===== config.mk =====
export PLATFORM = sky130hd
export DESIGN_NAME = his_builder_param_flat
export DESIGN_NICKNAME = d
export VERILOG_FILES = /design/src/rtl/his_builder_param_if.sv /design/src/rtl/his_builder_param.sv /design/src/flat_wrapper.sv
export SDC_FILE = /design/constraint.sdc
export NUM_CORES = 1
export LEC_CHECK = 0
export ABC_AREA = 1
export CAP_MARGIN = 20
export CORE_MARGIN = 1.5
export CORE_UTILIZATION = 45
export CTS_CLUSTER_DIAMETER = 120
export DETAILED_ROUTE_END_ITERATION = 6
export PLACE_DENSITY_LB_ADDON = 0.05
export SYNTH_ARGS = -nofsm -noshare
export SYNTH_HDL_FRONTEND = slang
export SYNTH_SLANG_ARGS = --single-unit

===== constraint.sdc =====
create_clock -name clk -period 4.5 [get_ports clk]
set_input_delay 0.9 -clock clk [delete_from_list [all_inputs] [get_ports clk]]
set_output_delay 0.9 -clock clk [all_outputs]
set_load 0.005 [all_outputs]

===== src/rtl/his_builder_param_if.sv =====
// Sample/readout bundle of the dToF histogram builder. The producer (the TDC
// sequencer) uses the master modport. The histogram builder uses the slave modport.
interface his_builder_param_if #(
    parameter int NP        = 10,
    parameter int PIXEL_NUM = 3,
    parameter int CNT_W     = 8
);
    logic                             wrEn;
    logic [NP-1:0]                    data;
    logic                             accMode;
    logic                             ready;
    logic                             ovf;
    logic                             peakValid;
    logic [PIXEL_NUM-1:0][NP-1:0]     peakResult;
    logic [PIXEL_NUM-1:0][CNT_W-1:0]  peakCount;

    modport master (
        output wrEn, data, accMode,
        input  ready, ovf, peakValid, peakResult, peakCount
    );

    modport slave (
        input  wrEn, data, accMode,
        output ready, ovf, peakValid, peakResult, peakCount
    );
endinterface


===== src/rtl/his_builder_param.sv =====
// Parametrised dToF histogram builder. It bins pixel-interleaved timestamps into
// per-pixel saturating histograms and scans every pixel in parallel for its peak bin.
module his_builder_param #(
    parameter int NP        = 10,
    parameter int PIXEL_NUM = 3,
    parameter int ACQ_NUM   = 2,
    parameter int BIN_W     = 4,
    parameter int CNT_W     = 8
) (
    input  logic                   clk,
    input  logic                   res,
    his_builder_param_if.slave     bus
);
    localparam int BIN_NUM = 2 ** BIN_W;
    localparam int PIX_W   = (PIXEL_NUM > 1) ? $clog2(PIXEL_NUM) : 1;
    localparam int ACQ_W   = (ACQ_NUM > 1) ? $clog2(ACQ_NUM) : 1;
    localparam logic [CNT_W-1:0] CNT_MAX = '1;

    typedef enum logic [1:0] {
        ST_ACCUM = 2'd0,
        ST_SCAN  = 2'd1,
        ST_DONE  = 2'd2
    } state_t;

    state_t                           r_state;
    logic [PIX_W-1:0]                 r_pix;
    logic [ACQ_W-1:0]                 r_acq;
    logic [BIN_W-1:0]                 r_b;
    logic                             r_ready;
    logic                             r_ovf;
    logic                             r_peak_valid;
    logic [PIXEL_NUM-1:0][NP-1:0]     r_peak_result;
    logic [PIXEL_NUM-1:0][CNT_W-1:0]  r_peak_count;
    logic [PIXEL_NUM-1:0][CNT_W-1:0]  r_best;
    logic [PIXEL_NUM-1:0][BIN_W-1:0]  r_best_bin;

    logic [PIXEL_NUM-1:0][BIN_NUM-1:0][CNT_W-1:0] w_hist;
    logic [PIXEL_NUM-1:0][CNT_W-1:0]  w_scan_cnt;
    logic [PIXEL_NUM-1:0]             w_take;
    logic [PIXEL_NUM-1:0][CNT_W-1:0]  w_best_next;
    logic [PIXEL_NUM-1:0][BIN_W-1:0]  w_best_bin_next;
    logic [PIXEL_NUM-1:0][NP-1:0]     w_peak_pos;

    logic                             w_accept;
    logic                             w_clear;
    logic                             w_last_pix;
    logic                             w_last_acq;
    logic                             w_scan_last;
    logic [BIN_W-1:0]                 w_bin;

    assign w_bin       = bus.data[NP-1 -: BIN_W];
    assign w_accept    = (r_state == ST_ACCUM) && r_ready && bus.wrEn;
    assign w_clear     = (r_state == ST_DONE) && !bus.accMode;
    assign w_last_pix  = (r_pix == PIX_W'(PIXEL_NUM - 1));
    assign w_last_acq  = (r_acq == ACQ_W'(ACQ_NUM - 1));
    assign w_scan_last = (r_state == ST_SCAN) && (r_b == BIN_W'(BIN_NUM - 1));

    genvar gi, gb;
    generate
        for (gi = 0; gi < PIXEL_NUM; gi++) begin : g_pix
            for (gb = 0; gb < BIN_NUM; gb++) begin : g_bin
                logic [CNT_W-1:0] r_cnt;
                logic             w_hit;

                assign w_hit = w_accept && (r_pix == PIX_W'(gi)) && (w_bin == BIN_W'(gb));

                // Counters stick at full scale rather than wrapping back to a small value.
                always_ff @(posedge clk) begin
                    if (!res) begin
                        r_cnt <= '0;
                    end else if (w_hit) begin
                        if (r_cnt != CNT_MAX) begin
                            r_cnt <= r_cnt + 1'b1;
                        end
                    end else if (w_clear) begin
                        r_cnt <= '0;
                    end
                end

                assign w_hist[gi][gb] = r_cnt;
            end

            // A strict compare keeps the earliest bin when two bins tie.
            assign w_scan_cnt[gi]      = w_hist[gi][r_b];
            assign w_take[gi]          = (w_scan_cnt[gi] > r_best[gi]);
            assign w_best_next[gi]     = w_take[gi] ? w_scan_cnt[gi] : r_best[gi];
            assign w_best_bin_next[gi] = w_take[gi] ? r_b : r_best_bin[gi];
            assign w_peak_pos[gi]      = NP'(w_best_bin_next[gi]) << (NP - BIN_W);
        end
    endgenerate

    always_ff @(posedge clk) begin
        if (!res) begin
            r_state       <= ST_ACCUM;
            r_pix         <= '0;
            r_acq         <= '0;
            r_b           <= '0;
            r_ready       <= 1'b1;
            r_ovf         <= 1'b0;
            r_peak_valid  <= 1'b0;
            r_peak_result <= '0;
            r_peak_count  <= '0;
            r_best        <= '0;
            r_best_bin    <= '0;
        end else begin
            r_peak_valid <= 1'b0;
            if (bus.wrEn && !r_ready) begin
                r_ovf <= 1'b1;
            end

            case (r_state)
                ST_ACCUM: begin
                    if (w_accept) begin
                        if (w_last_pix) begin
                            r_pix <= '0;
                            r_acq <= w_last_acq ? '0 : r_acq + 1'b1;
                        end else begin
                            r_pix <= r_pix + 1'b1;
                        end
                        if (w_last_pix && w_last_acq) begin
                            r_state    <= ST_SCAN;
                            r_ready    <= 1'b0;
                            r_b        <= '0;
                            r_best     <= '0;
                            r_best_bin <= '0;
                        end
                    end
                end

                ST_SCAN: begin
                    r_best     <= w_best_next;
                    r_best_bin <= w_best_bin_next;
                    r_b        <= r_b + 1'b1;
                    // The last bin is folded in on the way out, so the result is ready in DONE.
                    if (w_scan_last) begin
                        r_state       <= ST_DONE;
                        r_peak_valid  <= 1'b1;
                        r_peak_result <= w_peak_pos;
                        r_peak_count  <= w_best_next;
                    end
                end

                ST_DONE: begin
                    r_state <= ST_ACCUM;
                    r_ready <= 1'b1;
                    r_pix   <= '0;
                    r_acq   <= '0;
                end

                default: begin
                    r_state <= ST_ACCUM;
                    r_ready <= 1'b1;
                end
            endcase
        end
    end

    assign bus.ready      = r_ready;
    assign bus.ovf        = r_ovf;
    assign bus.peakValid  = r_peak_valid;
    assign bus.peakResult = r_peak_result;
    assign bus.peakCount  = r_peak_count;
endmodule


===== src/flat_wrapper.sv =====
// flat-port wrapper written by rule: the top's interface ports become plain ports
module his_builder_param_flat 
#(
    parameter int NP        = 10,
    parameter int PIXEL_NUM = 3,
    parameter int ACQ_NUM   = 2,
    parameter int BIN_W     = 4,
    parameter int CNT_W     = 8
)
  (clk, res, bus_wrEn, bus_data, bus_accMode, bus_ready, bus_ovf, bus_peakValid, bus_peakResult, bus_peakCount);
  his_builder_param_if #(.NP(NP), .PIXEL_NUM(PIXEL_NUM), .CNT_W(CNT_W)) bus_i ();
  input  logic clk;
  input  logic res;
  input wire logic [$bits(bus_i.wrEn)-1:0] bus_wrEn;
  input wire logic [$bits(bus_i.data)-1:0] bus_data;
  input wire logic [$bits(bus_i.accMode)-1:0] bus_accMode;
  output wire logic [$bits(bus_i.ready)-1:0] bus_ready;
  output wire logic [$bits(bus_i.ovf)-1:0] bus_ovf;
  output wire logic [$bits(bus_i.peakValid)-1:0] bus_peakValid;
  output wire logic [$bits(bus_i.peakResult)-1:0] bus_peakResult;
  output wire logic [$bits(bus_i.peakCount)-1:0] bus_peakCount;
  assign bus_i.wrEn = bus_wrEn;
  assign bus_i.data = bus_data;
  assign bus_i.accMode = bus_accMode;
  assign bus_ready = bus_i.ready;
  assign bus_ovf = bus_i.ovf;
  assign bus_peakValid = bus_i.peakValid;
  assign bus_peakResult = bus_i.peakResult;
  assign bus_peakCount = bus_i.peakCount;
  his_builder_param #(.NP(NP), .PIXEL_NUM(PIXEL_NUM), .ACQ_NUM(ACQ_NUM), .BIN_W(BIN_W), .CNT_W(CNT_W)) u_core (.clk(clk), .res(res), .bus(bus_i));
endmodule

==> flow_metrics.tcl, run 1 <==
set metrics [dict create \
    slowest_delay_ns 0.54 \
    hold_viol_final 0 \
    cts_setup_buffers 0 \
    syn_area_mm2 0.02741 \
    grt_pass1_vias 24740 \
    async_flop_share 0 \
    reg2reg_depth 14 \
    yosys_warnings 0 \
    skew_ns 0.01510 \
    multi_input_area_mm2 0.01531 \
    hold_buffers 0 \
    cap_viol_max_count 0 \
    top_layer "met4" \
    drc 0 \
    netlist_instances 4387 \
    diodes 0 \
    placed_area_mm2 0.02846 \
    vias 26850 \
    path_depth 14 \
    grt.total_usage 0.2548 \
    globalplace.congestion 0.8789 \
    setup_viol 0 \
    holdPathEnd "u_core.g_pix[0].g_bin[11].r_cnt[6]" \
    dieArea_mm2 0.06240 \
    portBuffers 46 \
    yosysTopAreaCellShare 0.3418 \
    clock_latency_ns 0.60 \
    synth_edf_count 0 \
    drive_gt1_frac 0.04772 \
    postLayoutSetupSlackWorst_ns 0.8397 \
    final_cell_area_mm2 0.03024 \
    hold_path.class "reg2reg" \
    crit_fanout 145 \
    slowest_stage "dfxtp_4" \
    ant_nets 0 \
    numCtsBuffers 56 \
    clk_pin_slew_ns 0.06 \
    wl_met3_um 3542 \
    rsz0062_at_grt "false" \
    r2r-start "u_core.r_b[0]" \
    cts_tree "done" \
    antenna_found_initial 1 \
    run_status "completed" \
    crit_chain "buf_12, nand2_1, nand3_1, nand3_1, nand3_1, nand2_1, ha_1, a21o_1, nor2_1, nand2_1, nand2_1, o21ai_0, o21ai_0, inv_1" \
    cp_top_family "simple AND/OR/NAND/NOR gates" \
    nNetsFinal 4449 \
    cp.arrival_ns 4.15 \
    finalCritPeriodShare 0.8134 \
    die_w_um 249.8 \
    initial_utilization 0.4550 \
    yosysTopAreaCell "dfxtp_1" \
    dpl.hpwl_um 56270 \
    met1_length_um 37600 \
    drv_slew 0 \
    holdWs_ns 0.4589 \
    grt_pass1_wl_um 129200 \
    fmax_mhz 273.2 \
    die_y_um 249.8 \
    r2r-end "u_core.bus.peakResult[19]" \
    r2r_slack_ns 0.84 \
    cp_num_buf_inv 2 \
    clk_path_buf_depth 3 \
    routed_via_density 5.181 \
    clock-sinks 468 \
    slew_headroom 0.2987 \
    endpoint_kind "flop" \
    routed_wl_um 80030 \
    powerDensity_mw_per_mm2 291.9 \
    p_leak_nw 11.77 \
    worstMarginPinSlew_ns 1.052 \
    rows 90 \
    regArea_mm2 0.009378 \
    yosysSeqAreaShare 0.3418 \
    io_pins 71 \
    synth_area_leaders "dfxtp_1 34%, nand2_1 17%, nand3_1 9.3%, a21oi_1 7.5%, inv_1 6.8%" \
    coreArea_mm2 0.06025 \
    grt.overflow.total 0 \
    nFillCells 6352 \
    syn_avg_cell_area_um2 6.248 \
    cp_common_cell "nand2_1" \
    cts-root-buf "clkbuf_16" \
    crit_required_ns 4.99 \
    finalSetupTns_ns 0 \
    holdCritStartpoint "u_core.g_pix[0].g_bin[11].r_cnt[6]" \
    areaGrowthSynthToFinish_pct 10.32 \
    path_class "reg2reg" \
    dr_wl_met2_um 35960 \
    ctsResizeCount 0 \
    drtIter0Drc 1979 \
    hold_depth 2 \
    ys_seq_elements 468 \
    grt_start_max_net_pins 146 \
    wl_per_cell_um 15.44 \
    preCtsSetupSlack_ns 0.8596 \
    vdd_drop_max_uv 267.2 \
    synth_ff_type "dfxtp_1" \
    yosysUniqueCellTypes 45 \
    drtPass1Iterations 7 \
    start_kind "flop" \
    cts.htree.levels 2 \
    fin_crit_ns 3.660 \
]
[area by class of cell]
cell class | instances | share of cell area
multi-input combinational | 3228 | 0.5064
sequential | 468 | 0.3101
inverter | 533 | 0.06658
clock buffer | 88 | 0.05631
tap | 782 | 0.03236
timing repair buffer | 75 | 0.02565
clock inverter | 9 | 0.002565
[layer usage]
metal,GRT usage,vias to the layer above
met5,0,-
met4,0.09599,0
met3,0.02712,128
met2,0.4162,555
met1,0.3455,12100
li1,-,14070
[worst register-to-register path, stage by stage (launching register included)]
cell and delay [ns]:
dfxtp_4 0.54, buf_12 0.47, nand2_1 0.20, nand3_1 0.14, nand3_1 0.14, nand3_1 0.26
nand2_1 0.09, ha_1 0.30, a21o_1 0.18, nor2_1 0.14, nand2_1 0.07, nand2_1 0.54
o21ai_0 0.21, o21ai_0 0.21, inv_1 0.06
[cell usage in the layout, fill, tap and decap left out, types with 3 or more instances in the layout]
cell type,synthesis,final
a21o_1,3,3
a21oi_1,410,410
and2_1,20,20
and3_1,6,6
buf_12,0,8
buf_4,18,22
clkbuf_1,91,15
clkbuf_16,0,57
clkbuf_8,0,16
clkdlybuf4s50_1,0,45
clkinv_1,4,3
clkinv_2,0,6
conb_1,1,18
dfxtp_1,468,465
ha_1,73,73
inv_1,498,497
inv_2,31,30
nand2_1,1214,1214
nand2_2,17,17
nand3_1,510,510
nand3b_1,31,31
nand4_1,18,18
nor2_1,444,442
nor2_2,10,9
nor2_4,11,14
nor3_1,30,30
o211ai_1,32,32
o21a_1,15,15
o21ai_0,258,258
o21ai_1,9,9
o22ai_1,20,20
or2_2,14,14
xor2_1,47,47
[flip-flops by register name, summed over array words and instances (netlist names), 2 cells and up]
name,count
u_core.g_pix.g_bin.r_cnt,384
u_core.bus.peakCount,24
u_core.r_best,24
u_core.bus.peakResult,12
u_core.r_best_bin,12
u_core.r_b,4
u_core.r_pix,2
u_core.r_state,2
[how the worst max path moves through the flow]
stage | from | to | slack [ns]
floorplan | u_core.r_b[0] | u_core.bus.peakResult[8] | 1.79
global placement | u_core.r_b[0] | u_core.r_best_bin[4] | 0.88
detailed placement | u_core.r_b[0] | u_core.r_best_bin[4] | 0.86
CTS | u_core.r_b[0] | u_core.r_best_bin[4] | 0.83
global route | u_core.r_b[0] | u_core.bus.peakResult[17] | 0.47
finish | u_core.r_b[0] | u_core.bus.peakResult[19] | 0.84
[cell usage after synthesis (all sizes together) (2+ instances only)]
cell type	n
o21a	15
and2	20
nor3b	2
inv	529
or2	14
a21o	3
o21ai	267
nand4	18
clkinv	4
nor3	31
clkbuf	91
o211ai	32
ha	73
a31oi	2
nor2	466
nand3b	31
nand2	1233
o22ai	20
o31ai	2
a21oi	411
and3	6
dfxtp	468
nand3	512
xor2	47
buf	84
[cell families (layout without fill, tap and decap cells)]
| logic type | count (synthesis) | after routing | synth area share |
|---|---|---|---|
| AND/OR/NAND/NOR | 2333 | 2333 | 0.3618 |
| flip-flops | 468 | 468 | 0.3418 |
| buffers and inverters | 708 | 705 | 0.1026 |
| other | 1 | 18 | 0.0001368 |
| XOR/XNOR | 48 | 48 | 0.01534 |
| AO/OA/AOI/OAI | 756 | 756 | 0.1451 |
| adder cells (fa/ha/maj) | 73 | 73 | 0.03332 |
[stage by stage]
step                total power, W    util  instances
finish                    0.008826  0.5019       5183
global route              0.009110  0.5019       5183
CTS                       0.008951  0.5019       5183
detailed placement        0.004485  0.4724       5086
global placement          0.004485  0.4724       5086
floorplan                 0.004408       -       4404
[power by group]
| part | leakage (nW) | switching [W] | internal, W |
|---|---|---|---|
| registers | 3.77 | 0.00000757 | 0.00415 |
| clock network | 0.882 | 0.00181 | 0.00262 |
| logic | 7.12 | 0.000189 | 0.0000472 |
(Power assumes the default switching activity.)
==> run 2: changes to the inputs <==
Clock period 4.5 ns to 3 ns, I/O delays scaled along.
==> flow_metrics.tcl, run 2 (same netlist as run 1, synthesis figures left out) <==
set metrics [dict create \
    run_status "completed" \
    die_y_um 249.8 \
    finalCritPeriodShare 0.9724 \
    drv_slew 0 \
    crit_fanout 18 \
    wl_met3_um 3682 \
    drive_gt1_frac 0.1010 \
    cp.arrival_ns 3.42 \
    dp.cells 5161 \
    nNetsFinal 4552 \
    grt.total_usage 0.2541 \
    io_pins 71 \
    dieArea_mm2 0.06240 \
    rows 90 \
    antenna_found_initial 1 \
    cap_viol_max_count 0 \
    r2r-start "u_core.r_b[0]" \
    holdPathEnd "u_core.g_pix[1].g_bin[8].r_cnt[7]" \
    initial_utilization 0.4550 \
    numCtsBuffers 54 \
    die_w_um 249.8 \
    top_layer "met4" \
    endpoint_kind "flop" \
    r2r_slack_ns 0.08 \
    powerDensity_mw_per_mm2 421.1 \
    reg2reg_depth 19 \
    cts_tree "done" \
    worstMarginPinSlew_ns 0.5398 \
    clk_path_buf_depth 3 \
    wl_per_cell_um 15.96 \
    start_kind "flop" \
    largest_register_ffs 384 \
    grt_start_max_net_pins 73 \
    clock-sinks 468 \
    globalplace.congestion 0.8789 \
    cts-root-buf "clkbuf_16" \
    final_common_cell "nand2_1" \
    setup_viol 0 \
    vdd_drop_max_uv 395.7 \
    routed_wl_um 84410 \
    grt_pass1_vias 24840 \
    placed_area_mm2 0.02921 \
    dpl.hpwl_um 58150 \
    ant_nets 0 \
    grt_pass1_wl_um 128800 \
    p_leak_nw 12.62 \
    routed_via_density 5.180 \
    crit_required_ns 3.50 \
    grt.overflow.total 0 \
    portBuffers 46 \
    largest-register "u_core.g_pix.g_bin.r_cnt" \
    hold_path.class "reg2reg" \
    coreArea_mm2 0.06025 \
    slew_headroom 0.6401 \
    vias 27400 \
    drtPass1Iterations 6 \
    layout_common_cells "1178 x nand2_1, 496 x inv_1, 465 x dfxtp_1, 448 x nand3_1, 434 x nor2_1" \
    clk_pin_slew_ns 0.07 \
    holdCritStartpoint "u_core.g_pix[1].g_bin[8].r_cnt[7]" \
    cts.htree.levels 2 \
    met1_length_um 39270 \
    hold_viol_final 0 \
    drc 0 \
    drtIter0Drc 1902 \
    preCtsSetupSlack_ns 0.03932 \
    postLayoutSetupSlackWorst_ns 0.08292 \
    holdWs_ns 0.4602 \
    final_cell_count_no_fill 5289 \
    path_class "reg2reg" \
    hold_depth 2 \
    diodes 0 \
    areaGrowthSynthToFinish_pct 17.99 \
    dr_wl_met2_um 38400 \
    clock_latency_ns 0.62 \
    r2r-end "u_core.bus.peakCount[14]" \
    skew_ns 0.02170 \
    final_cell_area_mm2 0.03234 \
    fmax_mhz 342.8 \
    fin_crit_ns 2.917 \
]
[run 2: layer usage]
layer  vias to the layer above  global-route usage
met5                         -                   0
met4                         0              0.1056
met3                       156             0.02952
met2                       577              0.4173
met1                     12380              0.3375
li1                      14290                   -
[run 2: report_power, final]
part	switching [W]	internal, W	total, W
combinational	0.000295	0.000101	0.000395
sequential	0.0000114	0.00622	0.00623
clock	0.00274	0.00425	0.00699
[run 2: metrics by stage]
stage                     power, W    util  TNS, ns
after floorplan           0.006612       -        0
after global placement    0.006754  0.4848        0
after detailed placement  0.006754  0.4848        0
after CTS                  0.01377  0.5161        0
after global routing       0.01404  0.5368  -0.2758
final                      0.01362  0.5368        0
[run 2: cell type report]
class	instances	area (um^2)
Sequential cell	468	9378
Fill cell	6037	27910
Inverter	533	2016
Clock inverter	10	150.1
Multi-Input combinational cell	3228	16020
Timing Repair Buffer	180	2068
Clock buffer	88	1733
Tap cell	782	978.4
[run 2: critical path: stages (launching register included)]
cell       delay [ns]
dfxtp_4          0.42
buf_12           0.19
buf_12           0.12
buf_16           0.14
nand2_1          0.07
nand3_1          0.12
nand3_1          0.14
nand3_1          0.20
nand2_2          0.10
ha_4             0.26
nand2_2          0.07
nor2_4           0.11
nand4_1          0.17
nand2_4          0.17
clkbuf_16        0.20
nand2_2          0.06
nand2_1          0.08
nand2_1          0.05
nand2_1          0.06
inv_1            0.03
[run 2: how the worst max path moves through the flow]
| stage | startpoint | endpoint | cells after the start |
|---|---|---|---|
| 6_report | u_core.r_b[0] | u_core.bus.peakCount[14] | 19 |
| 4_1_cts | u_core.r_b[0] | u_core.bus.peakCount[0] | 17 |
| 3_5_place_dp | u_core.r_b[0] | u_core.bus.peakCount[0] | 17 |
| 3_3_place_gp | bus_data[8] | u_core.g_pix[2].g_bin[7].r_cnt[5] | 10 |
| 5_1_grt | u_core.r_b[0] | u_core.r_best_bin[5] | 21 |
| 2_1_floorplan | u_core.r_b[0] | u_core.bus.peakResult[8] | 17 |
[run 2: what timing repair did]
action / 4_1_cts / 5_1_grt
hold buffers: 0 / 0
endpoints found under the setup margin: 0 / 64
setup buffers: 0 / 17
resized for setup: 0 / 203
==> run 3: changes to the inputs <==
Settings changed: MAX_ROUTING_LAYER set to met4.
==> flow_metrics.tcl, run 3 (same netlist as run 1, synthesis figures left out) <==
set metrics [dict create \
    worstMarginPinSlew_ns 0.5447 \
    finalSetupTns_ns 0 \
    dp.cells 5161 \
    grt_pass1_wl_um 129200 \
    coreArea_mm2 0.06025 \
    finalCritPeriodShare 0.9728 \
    drtPass1Iterations 6 \
    endpoint_kind "flop" \
    vdd_drop_max_uv 399.1 \
    clock_latency_ns 0.62 \
    final_common_cell "nand2_1" \
    portBuffers 46 \
    grt.overflow.total 0 \
    hold_buffers 0 \
    crit_required_ns 3.54 \
    layout_common_cells "1178 x nand2_1, 497 x inv_1, 465 x dfxtp_1, 458 x nand3_1, 437 x nor2_1" \
    run_status "completed" \
    grt.total_usage 0.2617 \
    setup_viol 0 \
    dieArea_mm2 0.06240 \
    fmax_mhz 342.7 \
    nFillCells 6078 \
    routed_wl_um 83040 \
    antenna_found_initial 1 \
    cts_tree "done" \
    drv_slew 0 \
    rows 90 \
    cp.arrival_ns 3.45 \
    cap_viol_max_count 0 \
    path_class "reg2reg" \
    clock-sinks 468 \
    hold_viol_final 0 \
    initial_utilization 0.4550 \
    final_cell_count_no_fill 5273 \
    fin_util 0.5307 \
    start_kind "flop" \
    powerDensity_mw_per_mm2 426.1 \
    clk_pin_slew_ns 0.07 \
    die_w_um 249.8 \
    slew_headroom 0.6369 \
    grt_start_max_net_pins 73 \
    vias 27140 \
    numCtsBuffers 54 \
    drc 0 \
    grt_pass1_vias 24840 \
    areaGrowthSynthToFinish_pct 16.63 \
    drtIter0Drc 1740 \
    multi_input_area_mm2 0.01587 \
    drive_gt1_frac 0.09419 \
    io_pins 71 \
    hold_path.class "reg2reg" \
    skew_ns 0.02493 \
    p_leak_nw 12.51 \
    crit_fanout 7 \
    wl_per_cell_um 15.75 \
    diodes 0 \
    die_y_um 249.8 \
    ant_nets 0 \
    regArea_mm2 0.009378 \
    nNetsFinal 4536 \
    rsz0062_at_grt "true" \
    globalplace.congestion 0.8934 \
    largest_register_ffs 384 \
    clk_path_buf_depth 3 \
    cts.htree.levels 2 \
    largest-register "u_core.g_pix.g_bin.r_cnt" \
    dpl.hpwl_um 58150 \
    routed_via_density 5.147 \
    fin_crit_ns 2.918 \
    cts-root-buf "clkbuf_16" \
]
==> run 3: timing repair <==
| item | CTS | global route |
|---|---|---|
| endpoints found under the setup margin | 0 | 64 |
| gates resized for setup | 0 | 177 |
| buffers inserted | 0 | 6 |
==> run 3: per-layer routing <==
metal | wire, um | global-route usage | vias to the layer above
li1 | - | - | 14250
met1 | 39030 | 0.3392 | 12230
met2 | 37970 | 0.4244 | 505
met3 | 3312 | 0.02649 | 160
met4 | 2725 | 0.09059 | 0
met5 | 0 | - | -
==> run 3: final cells by class <==
class                           count  area share
Tap cell                          782     0.03061
Sequential cell                   468      0.2933
Clock buffer                       88     0.05421
Inverter                          533     0.06297
Clock inverter                     10    0.004696
Multi-Input combinational cell   3228      0.4965
Timing Repair Buffer              164     0.05765
==> run 3: worst paths after layout <==
check	start	endpoint	slack, ns	depth (start not counted)
max	u_core.r_b[0]	u_core.r_best_bin[7]	0.08	19
min	u_core.g_pix[2].g_bin[4].r_cnt[6]	u_core.g_pix[2].g_bin[4].r_cnt[6]	0.46	2
max reg2reg	u_core.r_b[0]	u_core.r_best_bin[7]	0.08	19
min reg2reg	u_core.g_pix[2].g_bin[4].r_cnt[6]	u_core.g_pix[2].g_bin[4].r_cnt[6]	0.46	2
==> run 3: stage by stage <==
step | instance area [um^2] | hold WS [ns] | setup slack (ns) | total power [W]
global route | 31970 | 0.4499 | -0.07818 | 0.01404
finish | 31970 | 0.4595 | 0.08161 | 0.01362
detailed placement | 29210 | 0.4506 | 0.03932 | 0.006754
global placement | 29210 | 0.4485 | 0.06879 | 0.006754
CTS | 31090 | 0.4191 | 0.01848 | 0.01377
floorplan | 27470 | 0.4390 | 0.2919 | 0.006612
==> run 3: power breakdown <==
| group | switching, W | internal (W) | total [W] | leakage [nW] |
|---|---|---|---|---|
| Clock | 0.00274 | 0.00425 | 0.00699 | 0.933 |
| Sequential | 0.0000114 | 0.00622 | 0.00623 | 3.77 |
| Combinational | 0.000294 | 0.0000997 | 0.000394 | 7.80 |
| Total | 0.00305 | 0.0106 | 0.0136 | 12.5 |
==> run 3: critical path: stages, from the launching register on <==
cell and delay, ns:
dfxtp_4 0.43, buf_12 0.20, buf_12 0.15, buf_6 0.11, nand2_2 0.05, o211ai_1 0.07
nand3_1 0.17, nand3_1 0.14, buf_6 0.15, nand2_4 0.06, ha_4 0.28, nand2_4 0.05
nor2_4 0.11, nand4_1 0.17, nand2_4 0.17, clkbuf_16 0.19, nand2_1 0.07, o21ai_2 0.06
nand2_1 0.07, a21oi_1 0.13
